`config.mk`:
```
export PLATFORM = sky130hd
export DESIGN_NAME = ir_queue_flat
export DESIGN_NICKNAME = d
export VERILOG_FILES = /design/src/rtl/ir_queue_if.sv /design/src/rtl/ir_queue.sv /design/src/flat_wrapper.sv
export SDC_FILE = /design/constraint.sdc
export NUM_CORES = 1
export LEC_CHECK = 0
export CORE_ASPECT_RATIO = 2
export CORE_MARGIN = 5
export CORE_UTILIZATION = 51
export CTS_CLUSTER_SIZE = 24
export DETAILED_ROUTE_END_ITERATION = 6
export PLACE_DENSITY = 0.86
export SYNTH_ARGS = -nofsm -noshare
export SYNTH_HDL_FRONTEND = slang
export SYNTH_SLANG_ARGS = --single-unit
```
`constraint.sdc`:
```
create_clock -name clk -period 3.7 [get_ports clk]
set_input_delay 0.37 -clock clk [delete_from_list [all_inputs] [get_ports clk]]
set_output_delay 0.37 -clock clk [all_outputs]
set_load 0.01 [all_outputs]
```
`src/rtl/ir_queue_if.sv`:
```
// ir_queue_if: handshake and decode bundle for the instruction queue.
//   Producer side : in_valid, in_ready, in_instr, in_pc
//   Consumer side : out_valid, out_ready, out_instr, out_pc
//   Decoded head  : funct3, funct7, opcode, rs1, rs2, rd,
//                   i/s/b/u/j immediates, illegal
// Modports:
//   master - the environment (fetch unit and control/datapath)
//   slave  - the queue itself
interface ir_queue_if #(
  parameter int PC_W = 32
);
  logic            in_valid;
  logic            in_ready;
  logic [31:0]     in_instr;
  logic [PC_W-1:0] in_pc;

  logic            out_valid;
  logic            out_ready;
  logic [31:0]     out_instr;
  logic [PC_W-1:0] out_pc;

  logic [2:0]      funct3;
  logic [6:0]      funct7;
  logic [6:0]      opcode;
  logic [4:0]      rs1;
  logic [4:0]      rs2;
  logic [4:0]      rd;
  logic [31:0]     i_imm;
  logic [31:0]     s_imm;
  logic [31:0]     b_imm;
  logic [31:0]     u_imm;
  logic [31:0]     j_imm;
  logic            illegal;

  modport master (
    output in_valid, in_instr, in_pc, out_ready,
    input  in_ready, out_valid, out_instr, out_pc,
    input  funct3, funct7, opcode, rs1, rs2, rd,
    input  i_imm, s_imm, b_imm, u_imm, j_imm, illegal
  );

  modport slave (
    input  in_valid, in_instr, in_pc, out_ready,
    output in_ready, out_valid, out_instr, out_pc,
    output funct3, funct7, opcode, rs1, rs2, rd,
    output i_imm, s_imm, b_imm, u_imm, j_imm, illegal
  );
endinterface

```
`src/rtl/ir_queue.sv`:
```
// ir_queue: DEPTH-entry instruction queue that replaces the single IR.
// Each entry holds an instruction word and its PC. The head entry is
// presented fully decoded (fields, immediates, illegal-opcode flag).
// Ports:
//   clk   - clock, rising edge
//   rst   - asynchronous active-low reset
//   flush - synchronous discard of all entries (redirect)
//   q     - ir_queue_if.slave: in/out handshakes and decoded head
//   count - current occupancy, 0..DEPTH
module ir_queue #(
  parameter int DEPTH = 4,
  parameter int PC_W  = 32
) (
  input  logic                   clk,
  input  logic                   rst,
  input  logic                   flush,
  ir_queue_if.slave              q,
  output logic [$clog2(DEPTH):0] count
);

  localparam int PTR_W = $clog2(DEPTH);
  localparam int CNT_W = PTR_W + 1;

  // RV32I base opcodes
  localparam logic [6:0] OP_LUI   = 7'b0110111;
  localparam logic [6:0] OP_AUIPC = 7'b0010111;
  localparam logic [6:0] OP_JAL   = 7'b1101111;
  localparam logic [6:0] OP_JALR  = 7'b1100111;
  localparam logic [6:0] OP_BR    = 7'b1100011;
  localparam logic [6:0] OP_LOAD  = 7'b0000011;
  localparam logic [6:0] OP_STORE = 7'b0100011;
  localparam logic [6:0] OP_IMM   = 7'b0010011;
  localparam logic [6:0] OP_REG   = 7'b0110011;
  localparam logic [6:0] OP_CSR   = 7'b1110011;

  logic [PTR_W-1:0] head_q, head_d;
  logic [PTR_W-1:0] tail_q, tail_d;
  logic [CNT_W-1:0] count_q, count_d;

  logic [31:0]      instr_w [DEPTH];
  logic [PC_W-1:0]  pc_w    [DEPTH];

  logic             enq;
  logic             deq;

  // Handshake status comes only from registered state, so there is no
  // combinational path from the input side to either ready or valid.
  assign q.in_ready  = (count_q != CNT_W'(DEPTH));
  assign q.out_valid = (count_q != '0);
  assign count       = count_q;

  // No full-bypass: a full queue refuses input even while draining.
  assign enq = q.in_valid && q.in_ready;
  assign deq = q.out_valid && q.out_ready;

  // Next-state for pointers and occupancy; flush overrides everything.
  always_comb begin
    head_d  = head_q;
    tail_d  = tail_q;
    count_d = count_q;
    if (flush) begin
      head_d  = '0;
      tail_d  = '0;
      count_d = '0;
    end else begin
      if (enq) tail_d = tail_q + PTR_W'(1);
      if (deq) head_d = head_q + PTR_W'(1);
      count_d = count_q + CNT_W'(enq) - CNT_W'(deq);
    end
  end

  always_ff @(posedge clk or negedge rst) begin
    if (!rst) begin
      head_q  <= '0;
      tail_q  <= '0;
      count_q <= '0;
    end else begin
      head_q  <= head_d;
      tail_q  <= tail_d;
      count_q <= count_d;
    end
  end

  // Storage slots. Each slot is its own register so the whole queue can be
  // cleared by the asynchronous reset; a flushed enqueue is not written.
  generate
    for (genvar gi = 0; gi < DEPTH; gi++) begin : g_slot
      logic            slot_we;
      logic [31:0]     slot_instr_q;
      logic [PC_W-1:0] slot_pc_q;

      assign slot_we = enq && !flush && (tail_q == PTR_W'(gi));

      always_ff @(posedge clk or negedge rst) begin
        if (!rst) begin
          slot_instr_q <= '0;
          slot_pc_q    <= '0;
        end else if (slot_we) begin
          slot_instr_q <= q.in_instr;
          slot_pc_q    <= q.in_pc;
        end
      end

      assign instr_w[gi] = slot_instr_q;
      assign pc_w[gi]    = slot_pc_q;
    end
  endgenerate

  // Head decode. The head word is masked to zero when the queue is empty,
  // which forces every field and immediate to zero as well.
  logic [31:0]     head_instr;
  logic [PC_W-1:0] head_pc;
  logic            legal;

  always_comb begin
    head_instr = '0;
    head_pc    = '0;
    if (q.out_valid) begin
      head_instr = instr_w[head_q];
      head_pc    = pc_w[head_q];
    end
  end

  always_comb begin
    legal = 1'b0;
    case (head_instr[6:0])
      OP_LUI, OP_AUIPC, OP_JAL, OP_JALR, OP_BR,
      OP_LOAD, OP_STORE, OP_IMM, OP_REG, OP_CSR: legal = 1'b1;
      default:                                   legal = 1'b0;
    endcase
  end

  assign q.out_instr = head_instr;
  assign q.out_pc    = head_pc;
  assign q.funct3    = head_instr[14:12];
  assign q.funct7    = head_instr[31:25];
  assign q.opcode    = head_instr[6:0];
  assign q.rs1       = head_instr[19:15];
  assign q.rs2       = head_instr[24:20];
  assign q.rd        = head_instr[11:7];
  assign q.i_imm     = {{20{head_instr[31]}}, head_instr[31:20]};
  assign q.s_imm     = {{20{head_instr[31]}}, head_instr[31:25], head_instr[11:7]};
  assign q.b_imm     = {{19{head_instr[31]}}, head_instr[31], head_instr[7],
                        head_instr[30:25], head_instr[11:8], 1'b0};
  assign q.u_imm     = {head_instr[31:12], 12'h000};
  assign q.j_imm     = {{11{head_instr[31]}}, head_instr[31], head_instr[19:12],
                        head_instr[20], head_instr[30:21], 1'b0};
  assign q.illegal   = q.out_valid && !legal;

endmodule

```
`src/flat_wrapper.sv`:
```
// flat-port wrapper written by rule: the top's interface ports become plain ports
module ir_queue_flat 
#(
  parameter int DEPTH = 4,
  parameter int PC_W  = 32
)
  (clk, rst, flush, count, q_in_valid, q_in_instr, q_in_pc, q_out_ready, q_in_ready, q_out_valid, q_out_instr, q_out_pc, q_funct3, q_funct7, q_opcode, q_rs1, q_rs2, q_rd, q_i_imm, q_s_imm, q_b_imm, q_u_imm, q_j_imm, q_illegal);
  ir_queue_if #(.PC_W(PC_W)) q_i ();
  input  logic clk;
  input  logic rst;
  input  logic flush;
  output logic [$clog2(DEPTH):0] count;
  input wire logic [$bits(q_i.in_valid)-1:0] q_in_valid;
  input wire logic [$bits(q_i.in_instr)-1:0] q_in_instr;
  input wire logic [$bits(q_i.in_pc)-1:0] q_in_pc;
  input wire logic [$bits(q_i.out_ready)-1:0] q_out_ready;
  output wire logic [$bits(q_i.in_ready)-1:0] q_in_ready;
  output wire logic [$bits(q_i.out_valid)-1:0] q_out_valid;
  output wire logic [$bits(q_i.out_instr)-1:0] q_out_instr;
  output wire logic [$bits(q_i.out_pc)-1:0] q_out_pc;
  output wire logic [$bits(q_i.funct3)-1:0] q_funct3;
  output wire logic [$bits(q_i.funct7)-1:0] q_funct7;
  output wire logic [$bits(q_i.opcode)-1:0] q_opcode;
  output wire logic [$bits(q_i.rs1)-1:0] q_rs1;
  output wire logic [$bits(q_i.rs2)-1:0] q_rs2;
  output wire logic [$bits(q_i.rd)-1:0] q_rd;
  output wire logic [$bits(q_i.i_imm)-1:0] q_i_imm;
  output wire logic [$bits(q_i.s_imm)-1:0] q_s_imm;
  output wire logic [$bits(q_i.b_imm)-1:0] q_b_imm;
  output wire logic [$bits(q_i.u_imm)-1:0] q_u_imm;
  output wire logic [$bits(q_i.j_imm)-1:0] q_j_imm;
  output wire logic [$bits(q_i.illegal)-1:0] q_illegal;
  assign q_i.in_valid = q_in_valid;
  assign q_i.in_instr = q_in_instr;
  assign q_i.in_pc = q_in_pc;
  assign q_i.out_ready = q_out_ready;
  assign q_in_ready = q_i.in_ready;
  assign q_out_valid = q_i.out_valid;
  assign q_out_instr = q_i.out_instr;
  assign q_out_pc = q_i.out_pc;
  assign q_funct3 = q_i.funct3;
  assign q_funct7 = q_i.funct7;
  assign q_opcode = q_i.opcode;
  assign q_rs1 = q_i.rs1;
  assign q_rs2 = q_i.rs2;
  assign q_rd = q_i.rd;
  assign q_i_imm = q_i.i_imm;
  assign q_s_imm = q_i.s_imm;
  assign q_b_imm = q_i.b_imm;
  assign q_u_imm = q_i.u_imm;
  assign q_j_imm = q_i.j_imm;
  assign q_illegal = q_i.illegal;
  ir_queue #(.DEPTH(DEPTH), .PC_W(PC_W)) u_core (.clk(clk), .rst(rst), .flush(flush), .q(q_i), .count(count));
endmodule
```
==> flow_summary_export.csv, run 1 <==
group,metric,value,unit
outcome,status,"complete, no violations",
finish,nets,1137,
finish,area_growth_syn_to_layout,20.10,%
die,die_w,126.2,um
worst_setup_path,path_max_fanout,16,
pwr,irDropWorstVdd,0.5358,mV
synth,postSynthAreaPerCell,14.82,um^2
synth,synth_edf_count,0,
sta,tns,0,ns
pwr,p_leak,7.174,nW
global_route,gr-total-overflow,0,
synth,ys_ff_latch,263,
clock_tree,path_clk_slew,0.07,ns
drt,routedWlPerCell,20.48,um
drt,drt_pre_antenna_iters,4,
placement,io_buffers,316,
drt,drt-total-wl,29240,um
synth,synth_ff_type,"dfrtp_1",
clock_tree,cts-htree-levels,1,
die,die_h,242.5,um
clock_tree,cts_resized,0,
clock_tree,cts-root-buf,"clkbuf_16",
global_route,grt_usage,19.00,%
clock_tree,postCtsSetupBuffers,0,
sta,period_minus_slack,3.347,ns
synth,yosysTopAreaCellShare,47.75,%
placement,dp_slack,0.8412,ns
sta,finalClockSkew,0.008854,ns
die,rows,85,
sta,slew_headroom,46.72,%
die,initial_core_util,51.43,%
global_route,grt_pass1_wl,46730,um
synth,synthArstFlopShare,100.0,%
clock_tree,cts_tree,"done",
hold_path,min_path_type,"in2async",
sta,max_freq,298.7,MHz
finish,drive_above_1_share,35.59,%
synth,yosysTopAreaCell,"dfrtp_1",
placement,place_congestion,0.7416,
synth,synth_cell_types,32,
drt,num_vias,7641,
worst_setup_path,startpoint,"u_core.head_q[0]$_DFFE_PN0P_",
drt,vias_per_cell,5.351,
clock_tree,clk_path_buf_depth,3,
clock_tree,insertion_delay,0.52,ns
sta,hold_viol,0,
synth,ys_top_cells_by_area,"dfrtp_1 48%, mux2_2 16%, buf_4 10%, mux4_2 10%, mux2_4 6.5%",
die,core,0.02680,mm^2
sta,worst_pin_slew,0.7992,ns
clock_tree,numCtsBuffers,24,
global_route,grt_max_degree,136,
synth,synth_warnings,0,
pwr,p_per_area,967.7,mW/mm^2
worst_setup_path,r2r-start,"u_core.count[2]$_DFF_PN0_",
die,dieArea,0.03061,mm^2
run,drv_cap,0,
worst_setup_path,cp.arrival,2.98,ns
worst_setup_path,cp-start-kind,"register",
synth,synth_area,0.01378,mm^2
worst_setup_path,end_kind,"output pin",
drt,ant_nets,0,
sta,rsz0062_at_grt,"no",
drt,drc,0,
sta,timing.final.ws_setup,0.3525,ns
die,ios,331,
clock_tree,clock_sinks,263,
placement,dpl.hpwl,19380,um
drt,drt_iter0_drc,297,
synth,synth_cells,930,
global_route,antenna_found_initial,1,
synth,ys_seq_area_share,47.75,%
worst_setup_path,required,3.33,ns
worst_setup_path,path_class,"reg2out",
sta,drv_slew,0,
worst_setup_path,reg2reg_setup_slack,0.84,ns
global_route,grt_pass1_vias,8409,
sta,setup_violations,0,
sta,finalCritPeriodShare,90.47,%
==> routing by layer <==
metal / vias up / track usage, % / part of all wire [%] / routed length (um)
met1: 3995 / 21.34 / 36 / 10660
met4: 0 / 6.317 / 2.8 / 831
met5: - / 0 / 0 / 0
li1: 3334 / - / - / -
met3: 47 / 3.376 / 5.9 / 1723
met2: 265 / 35.75 / 55 / 16030
==> path summary, 6_finish.rpt <==
kind                                                                  to  cells past startpoint
hold / removal                u_core.g_slot[3].slot_pc_q[23]$_DFFE_PN0P_                      2
max in group asynchronous  u_core.g_slot[3].slot_instr_q[26]$_DFFE_PN0P_                      3
hold reg to reg            u_core.g_slot[1].slot_instr_q[25]$_DFFE_PN0P_                      1
min in group clk                            u_core.tail_q[1]$_DFFE_PN0P_                      3
setup / recovery                                               q_illegal                      5
setup reg to reg                               u_core.count[2]$_DFF_PN0_                     10
==> registers in the layout (all words and copies together), names as in the netlist <==
register and count:
u_core.g_slot.slot_instr_q 128, u_core.g_slot.slot_pc_q 128, u_core.head_q 2, u_core.count 3, u_core.tail_q 2
==> what timing repair did <==
item | CTS | global route
hold buffers | 1 | 0
hold endpoints to repair | 68 | 0
endpoints found under the setup margin | 0 | 0
==> per-stage QoR <==
stage          hold WS, ns  cell area, um^2  utilization [%]  power, mW  instances
6_report            0.3823            16550            61.76      16.02       1428
5_1_grt             0.4219            16550            61.76      16.93       1428
4_1_cts             0.3949            16550            61.76      16.27       1427
3_5_place_dp        0.3686            15690            58.52      13.52       1382
3_3_place_gp        0.3557            15690            58.52      13.26       1382
2_1_floorplan      0.07441            13830                -      10.74        943
==> cell families after synthesis <==
| family | share of synthesized area [%] |
|---|---|
| mux | 33.01 |
| compound gates | 0.1543 |
| other cells | 0.02721 |
| xor+xnor | 0.3178 |
| flops | 47.75 |
| simple gates | 4.239 |
| buf+inv | 13.82 |
| fa+ha+maj | 0.6899 |
==> synth_stat cells, types with 2 or more instances <==
| cell | instances |
|---|---|
| mux4_2 | 64 |
| dfrtp_1 | 263 |
| buf_2 | 7 |
| and2_1 | 65 |
| xor2_1 | 2 |
| ha_1 | 6 |
| buf_12 | 6 |
| xnor2_1 | 3 |
| mux2_4 | 60 |
| mux2_2 | 194 |
| nand2_1 | 3 |
| nor2b_1 | 2 |
| nor2_1 | 6 |
| mux2_1 | 2 |
| nand2_8 | 4 |
| buf_4 | 192 |
| buf_6 | 20 |
| nand3_1 | 2 |
| inv_1 | 6 |
| clkbuf_1 | 11 |
==> area by class of cell <==
| cell class | instances | area, um^2 |
|---|---|---|
| Sequential cell | 263 | 6589 |
| Inverter | 6 | 22.52 |
| Timing Repair Buffer | 330 | 3301 |
| Multi-Input combinational cell | 436 | 5348 |
| Antenna cell | 1 | 2.502 |
| Tap cell | 348 | 435.4 |
| Clock buffer | 27 | 643.1 |
| Clock inverter | 17 | 212.7 |
| Fill cell | 2011 | 10250 |
==> where the power goes <==
group / internal, mW / switching [mW]
registers: 4.12 / 0.675
clock network: 1.55 / 1.13
logic: 5.27 / 3.28
==> placed cells by master (no fill, tap or decap), types with 11 or more instances in the layout <==
master / synthesis / layout
conb_1: 1 / 14
buf_4: 192 / 11
mux2_4: 60 / 60
mux4_2: 64 / 64
and2_1: 65 / 64
clkdlybuf4s50_1: 0 / 315
clkbuf_16: 0 / 25
dfrtp_1: 263 / 261
mux2_2: 194 / 194
==> worst max-delay path, cell delays in order, from the launching register on <==
cell and delay (ns):
dfrtp_4 0.64, mux4_2 0.59, nand2b_1 0.16, a2111oi_0 0.40, nor2_1 0.14, clkdlybuf4s50_1 0.51
No activity file was read; power rests on OpenSTA's default activity.
==> inputs of run 2 (changes only) <==
--- a/config.mk
+++ b/config.mk
@@ -10,6 +10,7 @@
 export CORE_UTILIZATION = 51
 export CTS_CLUSTER_SIZE = 24
 export DETAILED_ROUTE_END_ITERATION = 6
+export HOLD_SLACK_MARGIN = 0.15
 export PLACE_DENSITY = 0.86
 export SYNTH_ARGS = -nofsm -noshare
 export SYNTH_HDL_FRONTEND = slang
==> results of run 2 <==
Final layout, timing and power as in run 1 (identical DEF).
==> inputs of run 3 (changes only) <==
--- a/config.mk
+++ b/config.mk
@@ -10,6 +10,7 @@
 export CORE_UTILIZATION = 51
 export CTS_CLUSTER_SIZE = 24
 export DETAILED_ROUTE_END_ITERATION = 6
+export GPL_TIMING_DRIVEN = 1
 export HOLD_SLACK_MARGIN = 0.15
 export PLACE_DENSITY = 0.86
 export SYNTH_ARGS = -nofsm -noshare
==> results of run 3 <==
Final layout, timing and power as in run 1 (identical DEF).
==> patch 1, RTL diff (config.mk and constraints of run 2) <==
`DEPTH` is set to 4 in 2 places; all go to 16.
--- a/src/rtl/ir_queue.sv
+++ b/src/rtl/ir_queue.sv
@@ -8,7 +8,7 @@
 //   q     - ir_queue_if.slave: in/out handshakes and decoded head
 //   count - current occupancy, 0..DEPTH
 module ir_queue #(
-  parameter int DEPTH = 4,
+  parameter int DEPTH = 16,
   parameter int PC_W  = 32
 ) (
   input  logic                   clk,
--- a/src/flat_wrapper.sv
+++ b/src/flat_wrapper.sv
@@ -1,7 +1,7 @@
 // flat-port wrapper written by rule: the top's interface ports become plain ports
 module ir_queue_flat 
 #(
-  parameter int DEPTH = 4,
+  parameter int DEPTH = 16,
   parameter int PC_W  = 32
 )
   (clk, rst, flush, count, q_in_valid, q_in_instr, q_in_pc, q_out_ready, q_in_ready, q_out_valid, q_out_instr, q_out_pc, q_funct3, q_funct7, q_opcode, q_rs1, q_rs2, q_rd, q_i_imm, q_s_imm, q_b_imm, q_u_imm, q_j_imm, q_illegal);
Interface: changed (resized count); port bits go from 331 to 333. The function was not compared with the original's and may differ.
==> patch 1 against run 2 <==
Total power grew 130%. Worst setup slack got worse by 0.29 ns. Global-route usage rose by 3.6 points. Hold slack got worse by 0.12 ns. Sequential cell count rose by 774. Routed wire length rose to 4.0 times the old value. Synthesized area rose to 3.5 times the old value. Final area rose to 3.4 times the old value. First-iteration DRC count grew to 6.2 times the old value. Final cell count grew to 3.1 times the old value. Sequential power increased to 2.8 times the old value. Maximum frequency is 8.1% lower. Clock skew rose by 0.028 ns. Combinational power increased by 58%. Critical path type unchanged.
==> patch 1: results (changes against run 2) <==
* Vias at 26780 (+250%)
* CTS Buffer Depth at 3 (unchanged)
* Drt total wl at 116600 µm (+300%)
* Port Buffers at 318 (+0.63%)
* Root Driver: clkbuf_16
* DRT iter0 DRCs at 1837 (+520%)
* Share of cells above drive strength 1 at 0.5139 (+0.1580)
* Switching Fraction at 0.3014 (-0.01572)
* Data arrival, critical path at 3.27 ns (+0.29 ns)
* Fill count at 6715 (+230%)
* Seq/Total Area, Yosys at 0.5367 (+0.05925)
* Clk_skew at 0.03685 ns (+0.02800 ns)
* Routability cong. at 0.7500 (+1.1%)
* Main synth FF type: dfrtp_1
* Vias in the first global route at 29495 (+250%)
* Largest stage delay, worst path at 0.51 ns (-0.13 ns)
* Synth area leaders: dfrtp_1, mux2_2, mux4_2
* Synth async-reset ratio at 1.000 (unchanged)
* Crit path max-delay family: multiplexers
* Outcome: completed
* Ys Warns at 0 (unchanged)
* Clock transition at path regs at 0.07 ns (about the same)
* Initial antenna violation count at 15 (+14)
* Skew-Pair Late Insertion Delay at 0.67 ns (+0.15 ns)
* Clk pwr share at 0.263 (+0.096)
* Lkg Pwr at 26.79 nW (+270%)
* Sequential share of power at 0.370 (+0.071)
* # nets final at 3177 (+180%)
* Crit-path slowest cell: mux4_2
* Most frequent cells after synthesis: dfrtp_1, mux2_2, mux4_2, buf_4, buf_2
* CP max FO at 8 (-8)
* GRT Total Usage at 0.2263 (+0.03633)
* Slew @ Worst Pin at 0.7102 ns (-0.08902 ns)
* First-pass GRT wire length at 179800 µm (+280%)
* H-tree Lvls at 3 (+2)
* DR pass1 iterations at 5 (+1)
* Number of buffers created by CTS at 88 (+270%)
* Hold Crit Class: input port to async pin
* Synth unique cells at 35 (+9.4%)
* Post-synth top area share at 0.5367 (+0.05925)
* Dpl hpwl at 64840 µm (+230%)
* Worst ir drop on vdd at 0.0003880 V (-28%)
* Largest net degree at the start of global routing at 121 (-11%)
## patch 1: cell types whose count changed after synthesis, moves of 9 or more
cell	before	now
mux2_4	60	0
mux4_2	64	316
buf_1	1	13
buf_6	20	9
mux2_1	2	21
clkbuf_1	11	95
buf_4	192	201
nand2_1	3	16
buf_2	7	117
nor2_2	0	13
mux2_2	194	1003
dfrtp_1	263	1037
## patch 1: final timing paths
check | to | slack [ns] | cells past startpoint | from
worst max-delay path | q_out_pc[26] | 0.06 | 7 | u_core.head_q[0]$_DFFE_PN0P_
worst min-delay path | u_core.g_slot[0].slot_pc_q[26]$_DFFE_PN0P_ | 0.26 | 2 | rst
worst max register to register | u_core.count[4]$_DFF_PN0_ | 0.75 | 12 | u_core.count[2]$_DFF_PN0_
worst min register to register | u_core.g_slot[1].slot_instr_q[8]$_DFFE_PN0P_ | 0.49 | 1 | u_core.g_slot[1].slot_instr_q[8]$_DFFE_PN0P_
max in group asynchronous | u_core.g_slot[7].slot_pc_q[5]$_DFFE_PN0P_ | 2.26 | 3 | rst
min in group clk | u_core.tail_q[1]$_DFFE_PN0P_ | 0.43 | 4 | q_in_valid
## patch 1: per-layer routing
layer / GRT usage / up-vias / wire length, µm
met3: 0.04392 / 195 / 6932
met2: 0.3935 / 881 / 60470
met1: 0.2938 / 14701 / 46290
met5: 0 / - / 46
met4: 0.06335 / 8 / 2882
li1: - / 10995 / -
## patch 1: layout make-up
cell class | count | share of cell area
well taps | 1207 | 0.02713
diodes | 10 | 0.0004495
multi-input cells | 1516 | 0.3576
repair buffers | 443 | 0.09389
flip-flops and latches | 1037 | 0.4664
clock inverters | 38 | 0.007147
inverters | 10 | 0.0006967
clock buffers | 126 | 0.04670
## patch 1: cell families after synthesis
group,after synthesis,synth area share
compound gates,20,0.002743
simple gates,121,0.01527
flops,1037,0.5367
mux,1340,0.3857
fa+ha+maj,12,0.003261
buf+inv,445,0.05458
xor+xnor,9,0.001630
other cells,1,0.00007756
## patch 1: repair_timing
action,in CTS,in global routing
resized for setup,133,136
hold endpoints to repair,53,0
endpoints found under the setup margin,217,130
buffers inserted,13,11
gates cloned,7,4
hold buffers,1,0
pin swaps,1,0
## patch 1: through the flow
step / setup WS [ns] / total power, W / instances / area, µm²
final: 0.05867 / 0.03665 / 4387 / 55670
after global routing: -0.0003904 / 0.03834 / 4379 / 55650
after CTS: -0.1156 / 0.03700 / 4363 / 55120
after detailed placement: 0.3073 / 0.02754 / 4178 / 51770
after global placement: 0.2878 / 0.02722 / 4178 / 51770
after floorplan: 0.05403 / 0.02285 / 2998 / 48400
==> patch 2, RTL diff (flow settings as in run 2) <==
Made on the original files. Register the output `count` once more, with the module's reset; this adds one clock of latency there. The other outputs are not delayed to match.
--- a/src/rtl/ir_queue.sv
+++ b/src/rtl/ir_queue.sv
@@ -47,7 +47,13 @@
   // combinational path from the input side to either ready or valid.
   assign q.in_ready  = (count_q != CNT_W'(DEPTH));
   assign q.out_valid = (count_q != '0);
-  assign count       = count_q;
+  always_ff @(posedge clk or negedge rst) begin
+    if (!rst) begin
+      count <= '0;
+    end else begin
+      count <= count_q;
+    end
+  end
 
   // No full-bypass: a full queue refuses input even while draining.
   assign enq = q.in_valid && q.in_ready;
Behaviour: not the same (Yosys sat finds a counterexample within 4 cycles, from zero or initial values and one cycle with rst low).
==> patch 2 against run 2 <==
Global-route usage fell by 0.69 points. Final area rose by 4.9%. Sequential cell count up 3. Routed wire length grew 4.1%. Count of clock-buffer cells in the layout grew 12. Hold slack gained 0.084 ns. Total power increased by 4.6%. Synthesized area rose by 6.5%. Combinational power is 6.9% higher. Maximum frequency fell by 0.36%. Sequential share of layout area shrank 1.4 points. Worst setup slack worse by 0.012 ns. Largest power group unchanged.
==> patch 2: results (changes against run 2) <==
* Outcome: completed
* Place WS at 0.8640 ns (+0.02283 ns)
* DRT iter0 DRCs at 246 (-17%)
* Seq/Total Area, Yosys at 0.4535 (-0.02403)
* Lkg Pwr at 8.116 nW (+13%)
* Largest net degree at the start of global routing at 137 (+0.74%)
* Max layer used: met5
* Data arrival, critical path at 2.99 ns (about the same)
* Largest stage delay, worst path at 0.67 ns (+0.03 ns)
* Synth area leaders: dfrtp_1, mux2_4, buf_4
* R2r setup slk at 1.02 ns (+0.18 ns)
* Met1 Wirelength at 13070 µm (+23%)
* Slew HR at 0.3192 (-0.1480)
* Drt total wl at 30450 µm (+4.1%)
* Dpl hpwl at 19460 µm (+0.42%)
* Synth unique cells at 29 (-9.4%)
* Period minus WS final at 3.360 ns (+0.01216 ns)
* Routability cong. at 0.7338 (-1.1%)
* Share of cells above drive strength 1 at 0.3584 (+0.002502)
* Clk_skew at 0.01327 ns (+0.004417 ns)
* # nets final at 1148 (+0.97%)
* Met2 WL at 15160 µm (-5.4%)
* Crit path max-delay family: buffers and inverters
* First-pass GRT wire length at 47930 µm (+2.6%)
* Fill count at 2054 (+2.1%)
-- patch 2: cell types whose count changed after synthesis, sizes merged --
cell,change
o311ai,+1
o31ai,-1
inv,+1
nor2,-1
nor3,+1
a21oi,+2
or3,-1
nor2b,-1
nand3b,-1
a2111oi,-1
dfrtp,+3
a21bo,+1
-- patch 2: through the flow --
stage          total power (W)    util  std cells  instance area [µm²]  hold slack (ns)
2_1_floorplan          0.01146       -        946                14730          0.07441
6_report               0.01675  0.6066       1452                17370           0.4665
4_1_cts                0.01697  0.6065       1451                17360           0.4542
3_5_place_dp           0.01421  0.5765       1403                16500           0.4313
5_1_grt                0.01764  0.6065       1451                17360           0.4765
3_3_place_gp           0.01395  0.5765       1403                16500           0.4301
-- patch 2: worst register-to-register path, delay by kind of cell (launching register included) --
kind                   cells  cell delay (ns)
flip-flops                 1             0.46
multiplexers               1             0.44
buffers and inverters      1             0.61
AND/OR/NAND/NOR            3             1.05
-- patch 2: cells by family after synthesis --
kind of cell	after synthesis	share of synthesized area
AOI/OAI and AO/OA	5	0.002301
xor gates and xnor gates	5	0.002984
adders and majority gates	7	0.006478
buffers and inverters	245	0.1401
DFF	266	0.4535
muxes	320	0.3559
other	1	0.0002555
and+or+nand+nor	84	0.03844
-- patch 2: metal layers --
layer,GRT usage,vias up
met3,0.03405,31
met2,0.3109,248
met1,0.2458,3933
met5,0,-
met4,0.03686,2
li1,-,3328
-- patch 2: path summary, 6_finish.rpt --
kind                                                   start                                         end  cells past startpoint
worst max-delay path            u_core.head_q[0]$_DFFE_PN0P_                                 q_s_imm[30]                      4
worst min-delay path             u_core.count_q[0]$_DFF_PN0_                   u_core.count[0]$_DFF_PN0_                      0
worst max register to register   u_core.count_q[1]$_DFF_PN0_  u_core.g_slot[2].slot_pc_q[31]$_DFFE_PN0P_                      5
worst min register to register   u_core.count_q[0]$_DFF_PN0_                   u_core.count[0]$_DFF_PN0_                      0
max in group asynchronous                                rst   u_core.g_slot[0].slot_pc_q[6]$_DFFE_PN0P_                      3
min in group asynchronous                                rst  u_core.g_slot[3].slot_pc_q[15]$_DFFE_PN0P_                      2
-- patch 2: timing repair --
| item | CTS | global route |
|---|---|---|
| hold endpoints to repair | 133 | 0 |
| gates resized for setup | 0 | 0 |
| hold buffers | 1 | 0 |
-- patch 2: final cells by class --
type	count	area, µm²	area share
sequential	266	6664	0.3837
multi-input combinational	435	6016	0.3464
timing repair buffer	336	3358	0.1934
clock buffer	39	780.7	0.04496
tap	360	450.4	0.02594
clock inverter	8	67.56	0.003891
inverter	7	26.28	0.001513
antenna	1	2.502	0.0001441
-- patch 2: where the power goes --
group	leakage (nW)	internal, W	switching (W)	total, W
sequential	3.36	0.00417	0.000798	0.00497
combinational	4.34	0.00582	0.00332	0.00914
clock	0.421	0.00152	0.00111	0.00264
